## config.mk

```make
export PLATFORM = sky130hd
export DESIGN_NAME = agu_issue_arbiter
export DESIGN_NICKNAME = d
export VERILOG_FILES = /design/src/rtl/core_pkg.sv /design/src/rtl/rr_arbiter.sv /design/src/rtl/agu_issue_arbiter.sv
export SDC_FILE = /design/constraint.sdc
export NUM_CORES = 1
export LEC_CHECK = 0
export CORE_AREA = 2 2 176 178
export CTS_CLUSTER_SIZE = 20
export DETAILED_ROUTE_END_ITERATION = 10
export DIE_AREA = 0 0 178 180
export SLEW_MARGIN = 20
export SYNTH_ARGS = -nofsm -noshare
export SYNTH_HDL_FRONTEND = slang
export SYNTH_HIERARCHICAL = 1
export SYNTH_SLANG_ARGS = --single-unit
```

## constraint.sdc

```tcl
create_clock -name clk -period 4 [get_ports clk]
set_input_delay 0.6 -clock clk [delete_from_list [all_inputs] [get_ports clk]]
set_output_delay 0.6 -clock clk [all_outputs]
set_load 0.01 [all_outputs]
```

## src/rtl/core_pkg.sv

```systemverilog
// Shared execute-stage types: instruction and writeback packets plus the
// AGU owner/tag shadow entry used by the AGU issue arbiter.
package core_pkg;

   localparam int PIPE_WIDTH  = 32;
   localparam int TAG_WIDTH   = 6;
   localparam int AGU_NUM_REQ = 4;
   localparam int AGU_OWNER_W = $clog2(AGU_NUM_REQ);

   typedef struct packed {
      logic [TAG_WIDTH-1:0]  dest_tag;
      logic                  is_store;
      logic [PIPE_WIDTH-1:0] base;
      logic [PIPE_WIDTH-1:0] offset;
   } instruction_t;

   typedef struct packed {
      logic                  is_valid;
      logic [TAG_WIDTH-1:0]  dest_tag;
      logic [PIPE_WIDTH-1:0] result;
   } writeback_packet_t;

   // Owner field is sized for AGU_NUM_REQ; keep the arbiter's NUM_REQ in step.
   typedef struct packed {
      logic                   valid;
      logic [AGU_OWNER_W-1:0] owner;
      logic [TAG_WIDTH-1:0]   dest_tag;
   } agu_shadow_t;

endpackage

```

## src/rtl/rr_arbiter.sv

```systemverilog
// Combinational round-robin picker: first eligible index at or above ptr_i,
// wrapping explicitly so N need not be a power of two.
module rr_arbiter #(
   parameter int N = 4
) (
   input  logic [N-1:0]         elig_i,
   input  logic [$clog2(N)-1:0] ptr_i,
   output logic [N-1:0]         grant_o,
   output logic [$clog2(N)-1:0] grant_idx_o,
   output logic                 any_grant_o
);

   localparam int IW = $clog2(N);

   logic [IW:0]   sum;
   logic [IW-1:0] idx;

   always_comb begin
      grant_o     = '0;
      grant_idx_o = '0;
      any_grant_o = 1'b0;
      sum         = '0;
      idx         = '0;
      for (int k = 0; k < N; k++) begin
         sum = {1'b0, ptr_i} + (IW+1)'(k);
         if (sum >= (IW+1)'(N)) sum = sum - (IW+1)'(N);
         idx = sum[IW-1:0];
         if (!any_grant_o && elig_i[idx]) begin
            any_grant_o  = 1'b1;
            grant_o[idx] = 1'b1;
            grant_idx_o  = idx;
         end
      end
   end

endmodule

```

## src/rtl/agu_issue_arbiter.sv

```systemverilog
// Shares one fixed-latency AGU among NUM_REQ reservation stations: round-robin
// issue, owner/tag shadow pipe, and routing of AGU results back to their owner.
module agu_issue_arbiter
   import core_pkg::*;
#(
   parameter int NUM_REQ = AGU_NUM_REQ,
   parameter int AGU_LAT = 2
) (
   input  logic              clk,
   input  logic              rst,
   input  logic              flush,
   input  logic              cache_stall,
   input  logic [NUM_REQ-1:0] req_valid,
   input  instruction_t      req_pkt [NUM_REQ],
   output logic [NUM_REQ-1:0] req_grant,
   output logic              agu_issue_valid,
   output instruction_t      agu_issue_pkt,
   input  writeback_packet_t agu_port,
   output logic [NUM_REQ-1:0] resp_valid,
   output writeback_packet_t resp_pkt,
   output logic              order_err
);

   localparam int IW = $clog2(NUM_REQ);
   localparam int NS = AGU_LAT + 1;

   logic [IW-1:0]      rr_ptr_q, rr_ptr_d;
   logic [NUM_REQ-1:0] busy_q, busy_d;
   agu_shadow_t        shadow_q [NS];
   agu_shadow_t        shadow_d [NS];
   logic [NS-1:0]      stale_q, stale_d;
   logic               issue_valid_q;
   instruction_t       issue_pkt_q;
   logic               order_err_q, order_err_d;

   logic [NUM_REQ-1:0] elig, grant;
   logic [IW-1:0]      grant_idx;
   logic               any_grant;
   agu_shadow_t        head;
   logic               head_stale, tag_match, ret_ok, err_set;

   assign elig = req_valid & ~busy_q & {NUM_REQ{~(cache_stall | flush | rst)}};

   rr_arbiter #(.N(NUM_REQ)) u_rr (
      .elig_i      (elig),
      .ptr_i       (rr_ptr_q),
      .grant_o     (grant),
      .grant_idx_o (grant_idx),
      .any_grant_o (any_grant)
   );

   // Stale marks ops killed by a flush: their late AGU results are dropped quietly.
   assign head       = shadow_q[NS-1];
   assign head_stale = stale_q[NS-1];
   assign tag_match  = (agu_port.dest_tag == head.dest_tag);
   assign ret_ok     = ~flush & agu_port.is_valid & head.valid & tag_match;
   assign err_set    = ~flush & ~head_stale &
                       (agu_port.is_valid ? ~(head.valid & tag_match) : head.valid);

   always_comb begin
      resp_valid = '0;
      if (ret_ok) resp_valid[head.owner] = 1'b1;
   end

   always_comb begin
      busy_d      = flush ? '0 : ((busy_q & ~resp_valid) | grant);
      order_err_d = order_err_q | err_set;
      rr_ptr_d    = rr_ptr_q;
      if (any_grant)
         rr_ptr_d = (grant_idx == IW'(NUM_REQ-1)) ? '0 : grant_idx + IW'(1);
      shadow_d[0].valid    = any_grant;
      shadow_d[0].owner    = AGU_OWNER_W'(grant_idx);
      shadow_d[0].dest_tag = req_pkt[grant_idx].dest_tag;
      stale_d[0]           = 1'b0;
      for (int k = 1; k < NS; k++) begin
         shadow_d[k]       = shadow_q[k-1];
         shadow_d[k].valid = shadow_q[k-1].valid & ~flush;
         stale_d[k]        = stale_q[k-1] | (flush & shadow_q[k-1].valid);
      end
   end

   always_ff @(posedge clk) begin
      if (rst) begin
         rr_ptr_q      <= '0;
         busy_q        <= '0;
         stale_q       <= '0;
         issue_valid_q <= 1'b0;
         issue_pkt_q   <= '0;
         order_err_q   <= 1'b0;
         for (int k = 0; k < NS; k++) shadow_q[k] <= '0;
      end else begin
         rr_ptr_q      <= rr_ptr_d;
         busy_q        <= busy_d;
         shadow_q      <= shadow_d;
         stale_q       <= stale_d;
         issue_valid_q <= any_grant;
         if (any_grant) issue_pkt_q <= req_pkt[grant_idx];
         order_err_q   <= order_err_d;
      end
   end

   assign req_grant       = grant;
   assign agu_issue_valid = issue_valid_q;
   assign agu_issue_pkt   = issue_pkt_q;
   assign resp_pkt        = agu_port;
   assign order_err       = order_err_q;

endmodule

```

# Yosys cells after proc, flatten, opt, wreduce, memory -nomap -nowiden
# Index checks and enable logic that the tools add are counted.
[word_totals] rom_bits=0 ram_bits=0 out_inout_bits=120 latch_bits=0 inputBits=331 mem_count=0 register_bits=108 word_cells=124
[classes] order_cmp=15 n_eq_ne=2 addsub=8 n_reduce_logical=12 multipliers=0 n_bitwise=29 div=0 mux=40 shift=0
[ops] operator="71-bit binary-select mux with 2-bit select" n=1
[ops] operator="71-bit 2-to-1 mux" n=2
[ops] operator="4-bit 2-to-1 mux" n=5
[ops] operator="2-bit 2-to-1 mux" n=9
[ops] operator="4-bit OR" n=4
[ops] operator="2-bit by 3-bit < comparator with 1-bit output, second input constant" n=5
[ops] operator="1-bit 2-to-1 mux" n=14
[ops] operator="4-bit bitwise AND" n=3
[ops] operator="3-bit greater-or-equal comparator, second input constant" n=4
[ops] operator="1-bit bitwise AND" n=10
[ops] operator="1-bit demux with 2-bit select" n=5
[ops] operator="2-bit by 1-bit greater-or-equal comparator with 1-bit output, second input constant" n=5
[ops] operator="1-bit binary-select mux with 2-bit select" n=4
[ops] operator="1-bit logical AND" n=8
[ops] operator="4-bit inverter" n=2
[ops] operator="2-bit by 1-bit subtractor with 2-bit output, second input constant" n=4
[ops] operator="2-bit by 2-bit adder with 3-bit output, second input constant" n=2
[ops] operator="6-bit equality test" n=1
[ops] operator="1-bit OR" n=5
[ops] operator="1-bit inverter" n=4
[ops] operator="2-bit by 1-bit adder with 3-bit output, second input constant" n=1
[ops] operator="2-bit by 3-bit greater-or-equal comparator with 1-bit output, second input constant" n=1
[ops] operator="1-bit zero test" n=3
[ops] operator="2-bit inverter with 3-bit output" n=1
[ops] operator="3 further kinds" n=3

# Depth between registers and ports, before layout
# Gate-level depths: netlist of the first run.
[depth] depth_word=20 depth_mapped=13 mapped_depth_nobuf=10

# Modules after synthesis
# Netlist of the first run, hierarchy kept.
[modules_own_cells] module="agu_issue_arbiter" cells_per_inst=466 seq_area_each_um2=2142.1 n_inst=1 area_per_inst_um2=5698.0
[modules_own_cells] module="rr_arbiter" cells_per_inst=45 seq_area_each_um2=0.0 n_inst=1 area_per_inst_um2=421.7

# Worst setup path before layout of the first run
# No wires, ideal clock.
[synth_timing] path_type="input to register" start="input port flush" end="register issue_pkt_q, in the netlist agu_issue_pkt[67]" path_slack_ns=0.542 t_required_ns=3.872 stages=11 setup_ns=0.128 path_buffers=3 arrival_ns=3.330 cell_sequence="or3_1 > nor3b_1 > mux4_2 > clkbuf_1 > o21ai_0 > o31ai_1 > buf_6 > buf_6 > mux4_2 > mux2i_1 > nor2_1"
[synth_via] elab_chain_len=20
[synth_rtl] element="start, declared" line="agu_issue_arbiter.sv:11" text="input logic flush,"
[synth_rtl] element="1-bit OR * (2 in a row)" line="agu_issue_arbiter.sv:42" text="assign elig = req_valid & ~busy_q & {NUM_REQ{~(cache_stall | flush | rst)}};"
[synth_rtl] element="1-bit inverter *" line="agu_issue_arbiter.sv:42"
[synth_rtl] element="4-bit bitwise AND *" line="agu_issue_arbiter.sv:42"
[synth_rtl] element="via elig[3]" line="agu_issue_arbiter.sv:36" text="logic [NUM_REQ-1:0] elig, grant;"
[synth_rtl] element="1-bit binary-select mux with 2-bit select" line="rr_arbiter.sv:28" text="if (!any_grant_o && elig_i[idx]) begin"
[synth_rtl] element="1-bit 2-to-1 mux (implied by the code)" line="rr_arbiter.sv:28"
[synth_rtl] element="1-bit 2-to-1 mux" line="rr_arbiter.sv:28"
[synth_rtl] element="1-bit zero test" line="rr_arbiter.sv:28"
[synth_rtl] element="(+4 left out)"
[synth_rtl] element="1-bit 2-to-1 mux" line="rr_arbiter.sv:28"
[synth_rtl] element="1-bit zero test" line="rr_arbiter.sv:28"
[synth_rtl] element="1-bit logical AND" line="rr_arbiter.sv:28"
[synth_rtl] element="2-bit 2-to-1 mux *" line="rr_arbiter.sv:28"
[synth_rtl] element="via grant_idx[0]" line="agu_issue_arbiter.sv:37" text="logic [IW-1:0] grant_idx;"
[synth_rtl] element="2-bit inverter with 3-bit output (implied by the code) *" line="agu_issue_arbiter.sv:97" text="if (any_grant) issue_pkt_q <= req_pkt[grant_idx];"
[synth_rtl] element="71-bit binary-select mux with 2-bit select *" line="agu_issue_arbiter.sv:97"
[synth_rtl] element="71-bit 2-to-1 mux (implied by the code) * (2 in a row)" line="agu_issue_arbiter.sv:97"
[synth_rtl] element="end signal, assigned" line="agu_issue_arbiter.sv:97"
[synth_rtl] element="end, declared" line="agu_issue_arbiter.sv:33" text="instruction_t issue_pkt_q;"
# The timed path passes the listed nets; every way through them passes the cells marked *. The select of a mux whose other input is x is not followed.
# A chain may end at the register's enable or synchronous reset.

# Worst setup path after layout of the first run
[layout_timing] start="input port flush" end="output port req_grant[3]"
[layout_via] elab_chain_len=16
[layout_rtl] element="1-bit OR * (2 in a row)" line="agu_issue_arbiter.sv:42"
[layout_rtl] element="1-bit inverter *" line="agu_issue_arbiter.sv:42"
[layout_rtl] element="4-bit bitwise AND *" line="agu_issue_arbiter.sv:42"
[layout_rtl] element="via elig[0]" line="agu_issue_arbiter.sv:36"
[layout_rtl] element="1-bit binary-select mux with 2-bit select" line="rr_arbiter.sv:28"
[layout_rtl] element="1-bit 2-to-1 mux (implied by the code)" line="rr_arbiter.sv:28"
[layout_rtl] element="1-bit 2-to-1 mux" line="rr_arbiter.sv:28"
[layout_rtl] element="1-bit zero test" line="rr_arbiter.sv:28"
[layout_rtl] element="1-bit logical AND" line="rr_arbiter.sv:28"
[layout_rtl] element="1-bit 2-to-1 mux" line="rr_arbiter.sv:28"
[layout_rtl] element="1-bit zero test" line="rr_arbiter.sv:28"
[layout_rtl] element="1-bit logical AND" line="rr_arbiter.sv:28"
[layout_rtl] element="1-bit 2-to-1 mux" line="rr_arbiter.sv:28"
[layout_rtl] element="1-bit zero test" line="rr_arbiter.sv:28"
[layout_rtl] element="1-bit logical AND" line="rr_arbiter.sv:28"
[layout_rtl] element="4-bit 2-to-1 mux *" line="rr_arbiter.sv:28"
[layout_rtl] element="end, declared" line="agu_issue_arbiter.sv:15" text="output logic [NUM_REQ-1:0] req_grant,"
# Marked as above.

==> results of run 1 <==
-- cell families (layout without fill, tap and decap cells) --
group | after synthesis | in the layout | synth area share
and+or+nand+nor | 132 | 132 | 0.105
muxes | 151 | 151 | 0.402
xor gates and xnor gates | 6 | 6 | 0.00859
other | 0 | 1 | 0
DFF | 107 | 107 | 0.350
buffers and inverters | 81 | 442 | 0.0891
AOI/OAI and AO/OA | 28 | 28 | 0.0335
adders and majority gates | 6 | 6 | 0.0123
-- worst paths after layout --
path	cells past startpoint	from	endpoint	slack [ps]
worst min-delay path	1	stale_q[2]	order_err	420
worst min register to register	1	stale_q[2]	order_err	420
worst max register to register	12	rr_ptr_q[1]	agu_issue_pkt[62]	660
worst max-delay path	11	flush	req_grant[3]	180
-- critical path: cells and delay by family --
kind	cells	cell delay, ps
muxes	1	540
buffers and inverters	5	1320
AOI/OAI and AO/OA	2	190
and+or+nand+nor	3	560
-- flip-flops by register name, summed over array words and instances (netlist names) --
name,cells
shadow_d,16
agu_issue_pkt,71
shadow_q,2
order_err,1
busy_q,4
rr_ptr_q,2
head,9
stale_q,2
-- per-layer routing --
| layer | track usage | vias to the layer above | part of all wire |
|---|---|---|---|
| li1 | - | 2562 | - |
| met1 | 0.170 | 2619 | 0.41 |
| met2 | 0.250 | 196 | 0.51 |
| met3 | 0.0366 | 21 | 0.062 |
| met4 | 0.0361 | 0 | 0.014 |
| met5 | 0 | - | 0 |
-- power groups by stage --
stage	sequential [mW]	combinational [mW]	clock, mW
after detailed placement	1.33	1.79	0
after floorplan	1.37	0.926	0
after global routing	1.32	1.88	0.957
after CTS	1.30	1.79	0.912
final	1.30	1.75	0.863
after global placement	1.32	1.77	0
-- cell usage in the layout, fill, tap and decap left out, drive strengths merged, types with 3 or more instances in the layout --
cell,count
clkdlybuf4s50,381
dfxtp,107
nor2,83
mux2i,75
mux4,75
buf,37
nor2b,27
clkbuf,13
a22oi,8
xnor2,6
o21ai,6
ha,6
nor3b,4
o21a,4
inv,4
nand2b,4
nand4,3
o31a,3
-- area by class of cell --
cell class	instances	area (µm²)	share of cell area
timing repair buffer	422	4260	0.400
multi-input combinational	323	3460	0.325
sequential	107	2140	0.201
tap	396	495	0.0465
clock buffer	13	250	0.0235
clock inverter	3	23.8	0.00223
inverter	4	15.0	0.00141
antenna	1	2.50	0.000235
-- timing repair --
item / CTS / global route
pin swaps: 1 / 0
hold buffers: 0 / 0
setup buffers: 1 / 0
resized for setup: 2 / 2
endpoints found under the setup margin: 4 / 2
==> flow_summary.toml, run 1 <==
[drt]
vias_per_cell = 4.25
ant_nets = 0
drt_pass1_iterations = 4
drc = 0
drt-initial-drc-count = 151
wl_per_cell_um = 18.1
vias = 5398
drt-total-wl_um = 22900

[synth]
synth_seq_cells = 107
netlist_instances = 511
yosysMostFrequentCell = "dfxtp_1"
ys_top_cells_by_area = "dfxtp_1 (35%), mux4_2 (27%), mux2i_1 (12%)"
synth_top_cell_by_area = "dfxtp_1"
yosysTopAreaCellShare = 0.350
synth_nets = 848
yosys_most_used_dff = "dfxtp_1"
synthTopCellsByCount = "dfxtp_1 (107), nor2_1 (83), mux2i_1 (75)"
synth_edf_count = 0
ys_warn_count = 6
syn_area_per_cell_um2 = 12.0
yosysSeqAreaShare = 0.350
synthDistinctLibCells = 38
syn-cell-area_mm2 = 0.00612
synthArstFlopShare = 0

[grt]
overflow = 0
grt_pass1_vias = 5631
grt_pass1_wl_um = 34000
grt_usage = 0.142
grt_max_degree = 57
grt_antenna_before_repair = 1

[pwr]
leakage_nw = 3.76
p_int_mw = 2.74
p_sw_mw = 1.18
pwr_density_cell_mw_per_mm2 = 368
comb_power_share = 0.447
pwr-share-clk = 0.220
power_mw = 3.92
p_seq_frac = 0.332
vdd_ir_drop_max_mv = 0.178
power_switching_share = 0.301

[worst_hold_path]
hold_class = "reg -> reg"

[finish]
area_delta_synth_final_pct = 74.1
nFillCells = 3003
drive_gt1_frac = 0.149
design_area_mm2 = 0.0107
nets = 1204
final_util = 0.353
fin_cells = 1269

[worst_setup_path]
path_cells = "clkdlybuf4s50_1, or3_1, nor3b_1, buf_4, mux4_1, buf_4, nor4b_4, buf_4, a22oi_1, o21ai_0, dlygate4sd2_1"
cp_common_cell = "buf_4"
slowest_delay_ps = 540
critPathKind = "in -> out"
end_kind = "output pin"
worstPathRequired_ps = 3400
cp.arrival_ps = 3220
worstSetupStartpointType = "input pin"
crit_slowest_cell = "mux4_1"
critPathMaxFanout = 5

[cts]
root_buffer = "clkbuf_16"
clk_path_buf_depth = 2
cts_tree = "done"
cts.sinks = 107
path_clk_slew_ps = 70
cts_htree_levels = 3
insertion_delay_ps = 350
cts_made_buffers = 9

[die]
die_area_mm2 = 0.0320
core_mm2 = 0.0302
start_util = 0.203
fp.dieH_um = 180
ios = 451
dieWidth_um = 178
fp-row-count = 64

[timing]
period_needed_ps = 3820
hold_violations = 0
setup-tns-final_ps = 0
worst_hold_slack_ps = 424
fmaxAchievable_mhz = 262
rsz0062_at_grt = "false"
setup_viol = 0
min_period_over_period = 0.956
worst_pin_slew_ps = 657
relSlewSlack = 0.562
slew_violations = 0
finClkSkew_ps = 11.2
worst_slack_ps = 177

[placement]
numPortBuffers = 386
dp_slack_ps = -37.7
place_inst = 1251
dp_hpwl_um = 18600
placed_area_mm2 = 0.0104
gp_congestion = 0.760

[flow_run]
cap_viol_max_count = 0

[outcome]
status = "finished clean"
No activity file was read; power rests on OpenSTA's default activity.
==> inputs of run 2 (changes only) <==
--- a/config.mk
+++ b/config.mk
@@ -6,10 +6,9 @@
 export NUM_CORES = 1
 export LEC_CHECK = 0
 export CORE_AREA = 2 2 176 178
-export CTS_CLUSTER_SIZE = 20
+export CTS_CLUSTER_SIZE = 28
 export DETAILED_ROUTE_END_ITERATION = 10
 export DIE_AREA = 0 0 178 180
-export SLEW_MARGIN = 20
 export SYNTH_ARGS = -nofsm -noshare
 export SYNTH_HDL_FRONTEND = slang
 export SYNTH_HIERARCHICAL = 1
==> results of run 2 <==
Final layout, timing and power as in run 1 (identical DEF).
